### src/rtl/a2d_sequencer.sv
// a2d_sequencer: round-robin scheduler that sweeps enabled A2D channels in
// ascending order and keeps the latest 12-bit result of each channel in a bank.
`default_nettype none

module a2d_sequencer #(
  parameter int GAP_CYC = 1024,
  parameter int TIMEOUT = 4096
) (
  input  logic        clk,
  input  logic        rst_n,
  input  logic        en,
  input  logic [7:0]  ch_mask,
  input  logic        cnv_cmplt,
  input  logic [11:0] res,
  input  logic [2:0]  rd_sel,
  output logic        strt_cnv,
  output logic [2:0]  chnnl,
  output logic [11:0] rd_data,
  output logic [7:0]  valid,
  output logic        sweep_done,
  output logic        err
);

  localparam int TW = (TIMEOUT > 1) ? $clog2(TIMEOUT) : 1;
  localparam int GW = (GAP_CYC > 1) ? $clog2(GAP_CYC) : 1;
  localparam logic [TW-1:0] T_LAST = TW'(TIMEOUT - 1);
  localparam logic [GW-1:0] G_LOAD = GW'(GAP_CYC - 1);

  typedef enum logic [2:0] {
    IDLE  = 3'd0,
    SEL   = 3'd1,
    START = 3'd2,
    WAIT  = 3'd3,
    GAP   = 3'd4
  } state_t;

  state_t          state;
  state_t          state_nxt;
  logic [7:0]      pend;
  logic [TW-1:0]   tcnt;
  logic [GW-1:0]   gcnt;
  logic            cmplt_q;
  logic [11:0]     bank [8];
  logic [2:0]      low_idx;
  logic            rise;
  logic            t_expired;
  logic            go;

  assign rise       = cnv_cmplt & ~cmplt_q;
  assign t_expired  = (tcnt == T_LAST);
  assign go         = en && (ch_mask != 8'd0);
  assign sweep_done = (state == SEL) && (pend == 8'd0);
  assign rd_data    = bank[rd_sel];

  // Lowest pending channel wins, so channels are served in ascending order.
  always_comb begin
    low_idx = 3'd0;
    for (int i = 7; i >= 0; i--) begin
      if (pend[i]) low_idx = 3'(i);
    end
  end

  always_ff @(posedge clk or negedge rst_n) begin
    if (!rst_n) state <= IDLE;
    else        state <= state_nxt;
  end

  always_comb begin
    state_nxt = state;
    case (state)
      IDLE:    if (go) state_nxt = SEL;
      SEL:     state_nxt = (pend != 8'd0) ? START : GAP;
      START:   state_nxt = WAIT;
      WAIT:    if (rise || t_expired) state_nxt = SEL;
      GAP:     if (gcnt == '0) state_nxt = IDLE;
      default: state_nxt = IDLE;
    endcase
  end

  always_ff @(posedge clk or negedge rst_n) begin
    if (!rst_n) begin
      strt_cnv <= 1'b0;
      chnnl    <= 3'd0;
      err      <= 1'b0;
      valid    <= 8'd0;
      pend     <= 8'd0;
      tcnt     <= '0;
      gcnt     <= '0;
      cmplt_q  <= 1'b0;
      for (int i = 0; i < 8; i++) bank[i] <= 12'd0;
    end else begin
      cmplt_q  <= cnv_cmplt;
      strt_cnv <= (state == SEL) && (pend != 8'd0);
      case (state)
        IDLE: if (go) pend <= ch_mask;
        SEL: begin
          if (pend != 8'd0) begin
            chnnl         <= low_idx;
            pend[low_idx] <= 1'b0;
          end else begin
            gcnt <= G_LOAD;
          end
        end
        START: tcnt <= '0;
        WAIT: begin
          // A completion on the same cycle as the last timeout count still counts.
          if (rise) begin
            bank[chnnl]  <= res;
            valid[chnnl] <= 1'b1;
          end else if (t_expired) begin
            err <= 1'b1;
          end else begin
            tcnt <= tcnt + TW'(1);
          end
        end
        GAP: if (gcnt != '0) gcnt <= gcnt - GW'(1);
        default: ;
      endcase
    end
  end

endmodule

`default_nettype wire

### config.mk
export PLATFORM = sky130hd
export DESIGN_NAME = a2d_sequencer
export DESIGN_NICKNAME = d
export VERILOG_FILES = /design/src/rtl/a2d_sequencer.sv
export SDC_FILE = /design/constraint.sdc
export NUM_CORES = 1
export LEC_CHECK = 0
export BUFFER_PORTS_ARGS = -buffer_cell sky130_fd_sc_hd__buf_2
export CORE_UTILIZATION = 40
export DETAILED_ROUTE_END_ITERATION = 16
export PLACE_DENSITY = 0.57
export SLEW_MARGIN = 40
export SYNTH_ARGS = -nofsm -noshare
export SYNTH_HDL_FRONTEND = slang
export SYNTH_SLANG_ARGS = --single-unit
### constraint.sdc
create_clock -name clk -period 4.5 [get_ports clk]
set_clock_uncertainty 0.05 [all_clocks]
set_input_delay 0.225 -clock clk [delete_from_list [all_inputs] [get_ports clk]]
set_output_delay 0.225 -clock clk [all_outputs]
set_load 0.02 [all_outputs]
==> summary.md, run 1 <==
| Metric | Value |
|---|---|
| Period minus WS final | `2.512 ns` |
| Synth warnings | `0` |
| Logic pwr share | `a little over a quarter` |
| Post-synth top flop | `dfrtp_1` |
| Area grow syn2layout | `18.94%` |
| Core area | `0.01583 mm^2` |
| Headroom to the max-slew limit | `roughly half` |
| Pint | `around 0.0033 W` |
| CTS Sinks | `143` |
| Number of synthesized flops with an enable pin | `0` |
| Grt ovf | `0` |
| CP Max Fanout | `8` |
| Share of cells above drive strength 1 | `41.77%` |
| Syn Std Cell Area | `0.006472 mm^2` |
| Synth cell count leaders | `dfrtp_1 (143), mux2_2 (109), nand2_1 (29)` |
| Sequential power share | `between 40 and 50%` |
| Top-Level Pins | `53` |
| Hold crit path type | `in -> reg` |
| Gate Count Post-Synth | `~480` |
| Worst-Skew Late Latency | `approximately 0.42 ns` |
| Worst R2R Start | `state[2]` |
| Die Width | `129.2 um` |
| Top cell type's share of synthesized area | `~55%` |
| Global-route wire length before repair | `between 20000 and 25000 um` |
| # nets final | `570` |
| CTS tree | `built` |
| Final setup TNS | `0 ns` |
| Drt pass-1 iters | `4` |
| Initial antenna violation count | `0` |
| Worst setup EP type | `primary output` |
| Antenna cells | `0` |
| Worst r2r path cells | `5` |
| P per Cell Area | `between 600 and 700 mW/mm^2` |
| Vias in the first global route | `between 4000 and 5000` |
| Total GRT Usage | `~18%` |
| Starting DRT DRC Count | `around 190` |
| GPL Wtd Cong | `between 0.8 and 0.9` |
| Worst r2r dst | `bank[16]` |
| Top cells by area, synth | `dfrtp_1 (55%), mux2_2 (19%), mux4_2 (8.4%)` |
| CTS HTree Levels | `4` |
| Post-CTS Setup Bufs | `0` |
| Switch Pwr | `around 0.0014 W` |
| Buffers added on ports | `52` |
| Worst-path clk slew | `around 0.06 ns` |
| Post-synth ARST share | `100.0%` |
| Routed WL | `13440 um` |
| Wirelength per Cell | `approximately 17 um` |
| Vias | `4068` |
| Flops & latches, synth | `around 140` |
| CP Class | `reg -> out` |
| Via density | `about 5.3` |
| Syn_nets | `about 510` |
| Die ar. | `around 0.017 mm^2` |
| Max Transition Viols Final | `0` |
| Area leader, netlist | `dfrtp_1` |
| DPL Wire Length | `8500 um` |
| Startpoint types | `flop` |
| CP cell instances | `nor4_1 -> nand3_1 -> or2_2 -> inv_1 -> buf_2` |
| CP Capture Point | `sweep_done` |
| CP max stage delay | `~0.46 ns` |
| Count leader, synth | `dfrtp_1` |
| R2R setup slack | `2.17 ns` |
| Sequential-to-total area share from yosys stat | `55.29%` |
| PnR worst setup slack | `~2.0 ns` |
| Final setup fails | `0` |
| Period utilisation layout | `between 50% and 60%` |
| Placed Cells incl. Taps | `approximately 730` |
| Clk root buf | `clkbuf_16` |
| Synth Area per Inst | `13.60 um^2` |
| Critical Path RT | `4.22 ns` |
| Worst Setup SP | `pend[3]` |
| Num rows | `46` |
| Switching fraction of total power | `a little under a third` |
| Fmax | `398.1 MHz` |
| # DRC | `0` |
| CP max stage cell | `nor4_1` |
| Crit path DAT | `2.24 ns` |
| Leak | `3.601 nW` |
| Final non-filler cell total | `769` |
| Initial core utilization | `between 40% and 50%` |
| Status | `completed` |
| Post-synth cell types | `44` |
| Max IR drop VDD | `slightly above 0.3 mV` |
| Worst-case clock buffer depth | `2` |
| Actual slew at the worst max-slew pin | `~0.73 ns` |
| RSZ-0062 raised after global routing | `false` |
| Largest net degree at the start of global routing | `about 110` |
| Final Hold Fails | `0` |
| Routed Antenna Nets | `0` |
| Max Cap Violations | `0` |
| Die H | `~130 um` |
| Pre-CTS setup slack | `roughly 2.1 ns` |
| TritonCTS Buffers | `17` |
| Clock Power Share | `around 30%` |
area by class of cell:
cell class / instances / area (um^2)
Clock buffer: 20 / 456.7
Clock inverter: 12 / 141.4
Fill cell: 1426 / 8129
Inverter: 9 / 33.78
Multi-Input combinational cell: 303 / 2784
Sequential cell: 143 / 3578
Tap cell: 216 / 270.3
Timing Repair Buffer: 66 / 434.2
power by group through the flow:
stage | registers, W | logic, W | clock network [W]
6_report | 0.00202 | 0.00129 | 0.00142
4_1_cts | 0.00202 | 0.00130 | 0.00145
3_3_place_gp | 0.00202 | 0.00126 | 0
2_1_floorplan | 0.00200 | 0.000945 | 0
5_1_grt | 0.00209 | 0.00143 | 0.00151
3_5_place_dp | 0.00204 | 0.00129 | 0
critical path: cells and delay by family, from the launching register on:
kind,cells,cell delay (ns)
flops,1,0.44
buf+inv,2,0.35
simple gates,3,1.03
cells in the final DEF (no fill, tap or decap), drive strengths merged, types with 3 or more instances in the layout:
cell type	Yosys	routed
xnor2	9	9
ha	3	3
nand4	4	4
nor2	17	17
nor3	10	10
nand3	8	8
mux4	24	24
a21oi	9	9
dlygate4sd3	0	7
or3	7	7
o21ai	16	16
nand3b	4	4
clkinv	0	8
nand2	29	29
clkbuf	8	20
a22o	6	6
mux2	109	109
or4	4	4
bufinv	0	3
buf	13	59
or2	3	3
dfrtp	143	143
inv	9	9
nor4	7	7
nand2b	9	9
cell families (layout without fill, tap and decap cells):
group	Yosys count	in the layout	synth area share, %
AO/OA/AOI/OAI	46	46	4.736
AND/OR/NAND/NOR	110	110	8.718
multiplexers	134	134	27.47
XOR/XNOR	10	10	1.353
buffers and inverters	30	107	1.856
flip-flops	143	143	55.29
adder cells (fa/ha/maj)	3	3	0.5800
routing by layer:
metal | global-route usage (%) | vias up | part of all wire (%)
met1 | 23.24 | 2100 | 47
li1 | - | 1890 | -
met3 | 4.377 | 13 | 3.3
met2 | 27.93 | 65 | 48
met4 | 7.336 | 0 | 1.5
met5 | 0 | - | 0
worst min path at each step:
| stage | cells after the start | from | to |
|---|---|---|---|
| 2_1_floorplan | 0 | rst_n | bank[0] |
| 3_3_place_gp | 1 | cnv_cmplt | cmplt_q |
| 3_5_place_dp | 1 | rst_n | valid[7] |
| 4_1_cts | 2 | ch_mask[4] | pend[4] |
| 5_1_grt | 2 | ch_mask[5] | pend[5] |
| 6_report | 2 | ch_mask[4] | pend[4] |
flip-flops by register name, indices dropped and copies added, names as in the netlist:
signal	flops
strt_cnv	1
gcnt	10
cmplt_q	1
bank	96
state	3
tcnt	12
chnnl	3
pend	8
valid	8
err	1
timing repair:
item | 4_1_cts | 5_1_grt
hold endpoints to repair | 115 | 0
gates resized for setup | 0 | 0
hold buffers | 7 | 0
through the flow:
step / total power [W] / hold WS, ns / area [um^2] / utilization, %
after CTS: 0.004776 / 0.001672 / 7632 / 48.22
final: 0.004732 / 0.02060 / 7699 / 48.64
after floorplan: 0.002946 / -0.1206 / 6472 / -
after global placement: 0.003275 / 0.3117 / 6938 / 43.83
after global routing: 0.005024 / 0.008515 / 7699 / 48.64
after detailed placement: 0.003333 / 0.2941 / 6964 / 44.00
(Power assumes the default switching activity.)
==> run 2: changes to the inputs <==
--- a/config.mk
+++ b/config.mk
@@ -8,7 +8,7 @@
 export BUFFER_PORTS_ARGS = -buffer_cell sky130_fd_sc_hd__buf_2
 export CORE_UTILIZATION = 40
 export DETAILED_ROUTE_END_ITERATION = 16
-export PLACE_DENSITY = 0.57
+export PLACE_DENSITY = 0.59
 export SLEW_MARGIN = 40
 export SYNTH_ARGS = -nofsm -noshare
 export SYNTH_HDL_FRONTEND = slang
==> constraint.sdc (replaced) <==
create_clock -name clk -period 2.29 [get_ports clk]
set_clock_uncertainty 0.05 [all_clocks]
set_input_delay 0.1145 -clock clk [delete_from_list [all_inputs] [get_ports clk]]
set_output_delay 0.1145 -clock clk [all_outputs]
set_load 0.02 [all_outputs]
==> run 2 against run 1 <==
Against the previous run:
- count of clock-buffer cells in the layout rose by 2
- die area did not move
- utilization rose by 1.4 points
- critical endpoint is now tcnt[9]
==> summary.md, run 2 (same netlist as run 1, synthesis figures left out) <==
| Metric | Value |
|---|---|
| Status | `completed` |
| Critical Path RT | `2.57 ns (-1.65 ns)` |
| Die ar. | `0.01669 mm^2 (unchanged)` |
| Clock Power Share | `29.3% (-0.6 points)` |
| Period utilisation layout | `between 90% and 100%` |
| Area grow syn2layout | `22.33%` |
| CP Max Fanout | `9 (+1)` |
| Headroom to the max-slew limit | `59.53% (+8.3 points)` |
| Switch Pwr | `0.002851 W (+99%)` |
| CP max stage cell | `or4_1` |
| Worst-path clk slew | `0.06 ns (about the same)` |
| Routed Antenna Nets | `0 (unchanged)` |
| Largest register FFs | `96 (unchanged)` |
| Post-CTS Setup Bufs | `0 (unchanged)` |
| Startpoint types | `flop` |
| Initial antenna violation count | `0 (unchanged)` |
| Worst setup EP type | `flop` |
| Final Hold Fails | `0 (unchanged)` |
| Hold crit path type | `in -> reg` |
| Period minus WS final | `approximately 2.1 ns` |
| # nets final | `593 (+4.0%)` |
| CTS Sinks | `143 (unchanged)` |
| Largest registers | `bank: 96 flops, tcnt: 12 flops, gcnt: 10 flops` |
| GPL Wtd Cong | `0.8376 (+0.82%)` |
| Share of cells above drive strength 1 | `42.19% (+0.42 points)` |
| Switching fraction of total power | `30.52% (+0.20 points)` |
| Antenna cells | `0 (unchanged)` |
| Max Cap Violations | `0 (unchanged)` |
| Wirelength per Cell | `17.14 um (-1.9%)` |
| Logic pwr share | `28.1% (+0.8 points)` |
| Max IR drop VDD | `0.6155 mV (+100%)` |
| Total GRT Usage | `17.91% (+0.26 points)` |
| Grt ovf | `0 (unchanged)` |
| RSZ-0062 raised after global routing | `false` |
| Final setup fails | `0 (unchanged)` |
| Final non-filler cell area | `0.007918 mm^2 (+2.8%)` |
| Pint | `0.006492 W (+97%)` |
| Commonest non-fill, non-tap cells in the layout | `dfrtp_1 (142), mux2_2 (109), buf_2 (51), nand2_1 (28), mux4_2 (24)` |
| Largest net degree at the start of global routing | `53 (-52%)` |
| Die H | `129.2 um (unchanged)` |
| Leak | `3.697 nW (+2.7%)` |
| CTS HTree Levels | `4 (unchanged)` |
| Max Transition Viols Final | `0 (unchanged)` |
| Top reg by flops | `bank` |
| Vias in the first global route | `4367 (+6.4%)` |
| Core area | `0.01583 mm^2 (unchanged)` |
| Clk root buf | `clkbuf_16` |
| CTS tree | `built` |
| # DRC | `0 (unchanged)` |
| Final Util | `50.02% (+1.4 points)` |
| Starting DRT DRC Count | `164 (-13%)` |
| Global-route wire length before repair | `22360 um (+2.2%)` |
| DPL Wire Length | `8835 um (+3.9%)` |
| Post-DP Area | `0.007101 mm^2 (+2.0%)` |
| Via density | `5.256 (-0.64%)` |
| TritonCTS Buffers | `17 (unchanged)` |
| Initial core utilization | `40.89% (unchanged)` |
| Top-Level Pins | `53 (unchanged)` |
| Most common cell after layout, fill and taps aside | `dfrtp_1` |
| Worst-Skew Late Latency | `0.41 ns (about the same)` |
| Buffers added on ports | `52 (unchanged)` |
| Sequential power share | `42.6% (-0.2 points)` |
| Crit path DAT | `2.38 ns (+0.14 ns)` |
| Routed WL | `13580 um (+1.0%)` |
| Num rows | `46 (unchanged)` |
| Final setup TNS | `0 ns (unchanged)` |
| CP cell instances | `and2b_2 -> nand3_1 -> a211o_1 -> or4_1 -> a21oi_1` |
| Worst-case clock buffer depth | `2 (unchanged)` |
| CP Class | `reg -> reg` |
| Vias | `4163 (+2.3%)` |
| CP max stage delay | `0.49 ns (+0.03 ns)` |
| Hold WS | `0.01463 ns (-0.005969 ns)` |
| Die Width | `129.2 um (unchanged)` |
| P per Cell Area | `1180 mW/mm^2 (+92%)` |
| Fmax | `between 400 and 500 MHz` |
| Drt pass-1 iters | `4 (unchanged)` |
| Actual slew at the worst max-slew pin | `0.6017 ns (-0.1302 ns)` |
run 2: cell count changes in the layout (fill, tap and decap cells not counted), sizes merged:
cell,before,now
buf,59,69
bufinv,3,2
clkbuf,20,22
clkinv,8,7
dlygate4sd3,7,20
run 2: final cells by class:
| class | count | area, um^2 |
|---|---|---|
| fill | 1347 | 7910 |
| sequential | 143 | 3580 |
| multi-input combinational | 303 | 2795 |
| timing repair buffer | 89 | 644.4 |
| clock buffer | 22 | 484.2 |
| tap | 216 | 270.3 |
| clock inverter | 10 | 110.1 |
| inverter | 9 | 33.78 |
run 2: repair_timing:
action                     in CTS  in global routing
setup endpoints to repair       1                  2
hold endpoints to repair      136                  0
cloned                          0                  0
resized for setup               3                  4
pin swaps                       0                  1
hold buffers                   20                  0
run 2: stage by stage:
| step | instances | power (W) | setup WS (ns) |
|---|---|---|---|
| after floorplan | 476 | 0.005790 | 0.3136 |
| after global placement | 740 | 0.006431 | 0.2169 |
| after detailed placement | 740 | 0.006577 | 0.1619 |
| after CTS | 792 | 0.009421 | 0.003465 |
| after global routing | 792 | 0.009914 | 0.05862 |
| final | 792 | 0.009343 | 0.1923 |
run 2: path summary, 6_finish.rpt:
check | startpoint | end | slack (ns) | depth (start not counted)
max in group asynchronous | rst_n | bank[10] | 1.32 | 3
setup reg to reg | state[2] | tcnt[9] | 0.19 | 5
hold reg to reg | valid[3] | valid[3] | 0.41 | 1
min in group asynchronous | rst_n | bank[91] | 0.17 | 2
hold / removal | res[4] | bank[52] | 0.01 | 2
setup / recovery | state[2] | tcnt[9] | 0.19 | 5
run 2: worst max-delay path, delay by kind of cell, from the launching register on:
family	cells	cell delay (ns)
AND/OR/NAND/NOR	3	0.95
AO/OA/AOI/OAI	2	0.59
flip-flops	1	0.42
run 2: power groups by stage:
| stage | logic (W) | registers (W) | clock network, W |
|---|---|---|---|
| after floorplan | 0.00186 | 0.00393 | 0 |
| after CTS | 0.00264 | 0.00398 | 0.00280 |
| after detailed placement | 0.00257 | 0.00400 | 0 |
| after global routing | 0.00290 | 0.00411 | 0.00291 |
| after global placement | 0.00249 | 0.00394 | 0 |
| final | 0.00262 | 0.00398 | 0.00274 |
run 2: per-layer routing:
metal  track usage, %  routed length (um)  up-vias
met4            6.021                 168        0
met1            22.64                6229     2154
met3            3.881                 347       17
met2            30.52                6832       63
met5                0                   0        -
li1                 -                   -     1929
==> run 3: changes to the inputs <==
--- a/config.mk
+++ b/config.mk
@@ -6,9 +6,11 @@
 export NUM_CORES = 1
 export LEC_CHECK = 0
 export BUFFER_PORTS_ARGS = -buffer_cell sky130_fd_sc_hd__buf_2
+export CORE_MARGIN = 3
 export CORE_UTILIZATION = 40
 export DETAILED_ROUTE_END_ITERATION = 16
 export PLACE_DENSITY = 0.59
+export RECOVER_POWER = 100
 export SLEW_MARGIN = 40
 export SYNTH_ARGS = -nofsm -noshare
 export SYNTH_HDL_FRONTEND = slang
==> run 3 against run 2 <==
Against the previous run:
- register-to-register slack worse by 0.09 ns
- critical path type unchanged
- worst hold slack better by 0.041 ns
- largest cell class unchanged
- utilization up 1.3 points
- highest routed layer unchanged
- worst setup slack worse by 0.094 ns
- via count down 0.22%
- the run now ends with max-capacitance violations, max-slew violations left
==> summary.md, run 3 (same netlist as run 1, synthesis figures left out) <==
| Metric | Value |
|---|---|
| Status | `complete, but fails checks` |
| Failing checks | `max-capacitance violations, max-slew violations` |
| Fmax | `456.2 MHz (-4.3%)` |
| Worst setup EP type | `flop` |
| Buffers added on ports | `52 (unchanged)` |
| Max Transition Viols Final | `73 (+73)` |
| Clk root buf | `clkbuf_16` |
| Starting DRT DRC Count | `189 (+15%)` |
| DPL Wire Length | `9026 um (+2.2%)` |
| Headroom to the max-slew limit | `-21.04% (-81 points)` |
| Largest register FFs | `96 (unchanged)` |
| Die ar. | `0.01774 mm^2 (+6.3%)` |
| M2 GR Usage | `28.16% (-2.4 points)` |
| Worst r2r path cells | `5 (unchanged)` |
| Max Cap Violations | `1 (+1)` |
| Pre-CTS setup slack | `0.1608 ns (-0.001089 ns)` |
| Largest net degree at the start of global routing | `74 (+40%)` |
| P per Cell Area | `1212 mW/mm^2 (+2.7%)` |
| Die H | `133.2 um (+3.1%)` |
| CTS tree | `built` |
| Final setup fails | `0 (unchanged)` |
| Hold crit path type | `in -> reg` |
| Global-route wire length before repair | `23520 um (+5.2%)` |
| CP Capture Point | `tcnt[9]` |
| Critical Path RT | `2.57 ns (about the same)` |
| Initial antenna violation count | `0 (unchanged)` |
| CTS HTree Levels | `4 (unchanged)` |
| Grt ovf | `0 (unchanged)` |
| Pwr Total | `0.009658 W (+3.4%)` |
| R2R setup slack | `0.1 ns (-0.09 ns)` |
| Final non-filler cell total | `790 (-0.25%)` |
| PnR worst setup slack | `0.09797 ns (-0.09433 ns)` |
| Routed Antenna Nets | `0 (unchanged)` |
| Die Width | `133.2 um (+3.1%)` |
| Startpoint types | `flop` |
| Via density | `5.258 (about the same)` |
| Worst-Skew Late Latency | `0.42 ns (about the same)` |
| CP Class | `reg -> reg` |
| Top reg by flops | `bank` |
| Final setup TNS | `0 ns (unchanged)` |
| # DRC | `0 (unchanged)` |
| GRT Max-Usage Layer | `met2` |
| TritonCTS Buffers | `17 (unchanged)` |
| Vias | `4154 (-0.22%)` |
| Drt pass-1 iters | `4 (unchanged)` |
| Worst Setup SP | `state[1]` |
| Worst r2r dst | `tcnt[9]` |
| Initial core utilization | `41.65% (+0.76 points)` |
| Worst R2R Start | `state[1]` |
| Final Hold Fails | `0 (unchanged)` |
| Core area | `0.01554 mm^2 (-1.8%)` |
| Largest registers | `bank: 96 flops, tcnt: 12 flops, gcnt: 10 flops` |
| Commonest non-fill, non-tap cells in the layout | `dfrtp_1 (143), mux2_2 (109), clkbuf_1 (32), nand2_1 (29), mux4_2 (24)` |
| Vias in the first global route | `4545 (+4.1%)` |
| Period utilisation layout | `95.72% (+4.1 points)` |
| CP Max Fanout | `9 (unchanged)` |
| Worst-case clock buffer depth | `2 (unchanged)` |
| Share of cells above drive strength 1 | `36.44% (-5.7 points)` |
| Fill cells | `1386 (+2.9%)` |
| Period minus WS final | `2.192 ns (+0.09433 ns)` |
| Top-Level Pins | `53 (unchanged)` |
| # nets final | `596 (+0.51%)` |
| Total GRT Usage | `16.84% (-1.1 points)` |
| Most common cell after layout, fill and taps aside | `dfrtp_1` |
| Area grow syn2layout | `23.14%` |
| Actual slew at the worst max-slew pin | `1.816 ns (+1.214 ns)` |
| Post-CTS Setup Bufs | `0 (unchanged)` |
| GPL Wtd Cong | `0.8212 (-2.0%)` |
| Worst-path clk slew | `0.06 ns (about the same)` |
| Leak | `3.635 nW (-1.7%)` |
| RSZ-0062 raised after global routing | `false` |
| GRT met3 Usage | `4.834% (+0.95 points)` |
| Routed WL | `13970 um (+2.9%)` |
| Max IR drop VDD | `0.6016 mV (-2.2%)` |
| Placed Cells incl. Taps | `736 (-0.54%)` |
| Wirelength per Cell | `17.69 um (+3.2%)` |
| Antenna cells | `0 (unchanged)` |
| Final Util | `51.29% (+1.3 points)` |
| CTS Sinks | `143 (unchanged)` |
| Crit path DAT | `2.48 ns (+0.10 ns)` |
| GR Layer Usage met1 | `21.61% (-1.0 points)` |
| Num rows | `45 (-2.2%)` |
==> run 3: cell types whose count changed in the layout (fill, tap and decap cells not counted), sizes merged <==
cell,before,now
buf,69,30
bufinv,2,5
clkbuf,22,63
clkinv,7,4
clkinvlp,1,0
dlygate4sd3,20,22
==> run 3: per-stage QoR <==
stage          cell area [um^2]  hold WS [ns]
2_1_floorplan              6472       -0.2311
3_3_place_gp               7114        0.1248
3_5_place_dp               7114        0.1350
4_1_cts                    8026       0.04243
5_1_grt                    7970       0.06247
6_report                   7970       0.05575
==> run 3: final cells by class <==
type	count	area (um^2)	area share, %
Sequential cell	143	3578	44.90
Clock buffer	23	498.0	6.248
Inverter	9	33.78	0.4239
Clock inverter	9	177.7	2.229
Tap cell	211	264.0	3.312
Multi-Input combinational cell	303	2804	35.18
Timing Repair Buffer	92	614.3	7.708
==> run 3: power by group <==
part / internal, W / total (W) / switching [W]
registers: 0.00341 / 0.00400 / 0.000589
logic: 0.00131 / 0.00254 / 0.00124
clock network: 0.00208 / 0.00312 / 0.00104
total: 0.00679 / 0.00966 / 0.00287
==> run 3: routing by layer <==
metal	share of wire, %	wire [um]
met3	3.9	540
met5	0	0
met4	0.93	130
met1	45	6287
met2	50	7013
==> run 3: worst max-delay path, cell delays in order (launching register included) <==
cell and delay (ns):
dfrtp_1 0.48, inv_2 0.08, or3_1 0.42, a211o_1 0.39, or4_1 0.51, a21oi_1 0.17
==> run 3: worst min path at each step <==
stage                to  slack [ns]  cells after the start  startpoint
2_1_floorplan   bank[0]       -0.23                      0       rst_n
3_3_place_gp   bank[87]        0.12                      1       rst_n
3_5_place_dp   bank[87]        0.13                      1       rst_n
4_1_cts        state[0]        0.04                      4          en
5_1_grt        state[0]        0.06                      4          en
6_report       state[0]        0.06                      4          en
==> run 3: what timing repair did <==
action,in CTS,in global routing
endpoints found under the hold margin,172,0
pin swaps,0,0
endpoints found under the setup margin,1,2
gates resized for setup,4,2
hold buffers,22,0
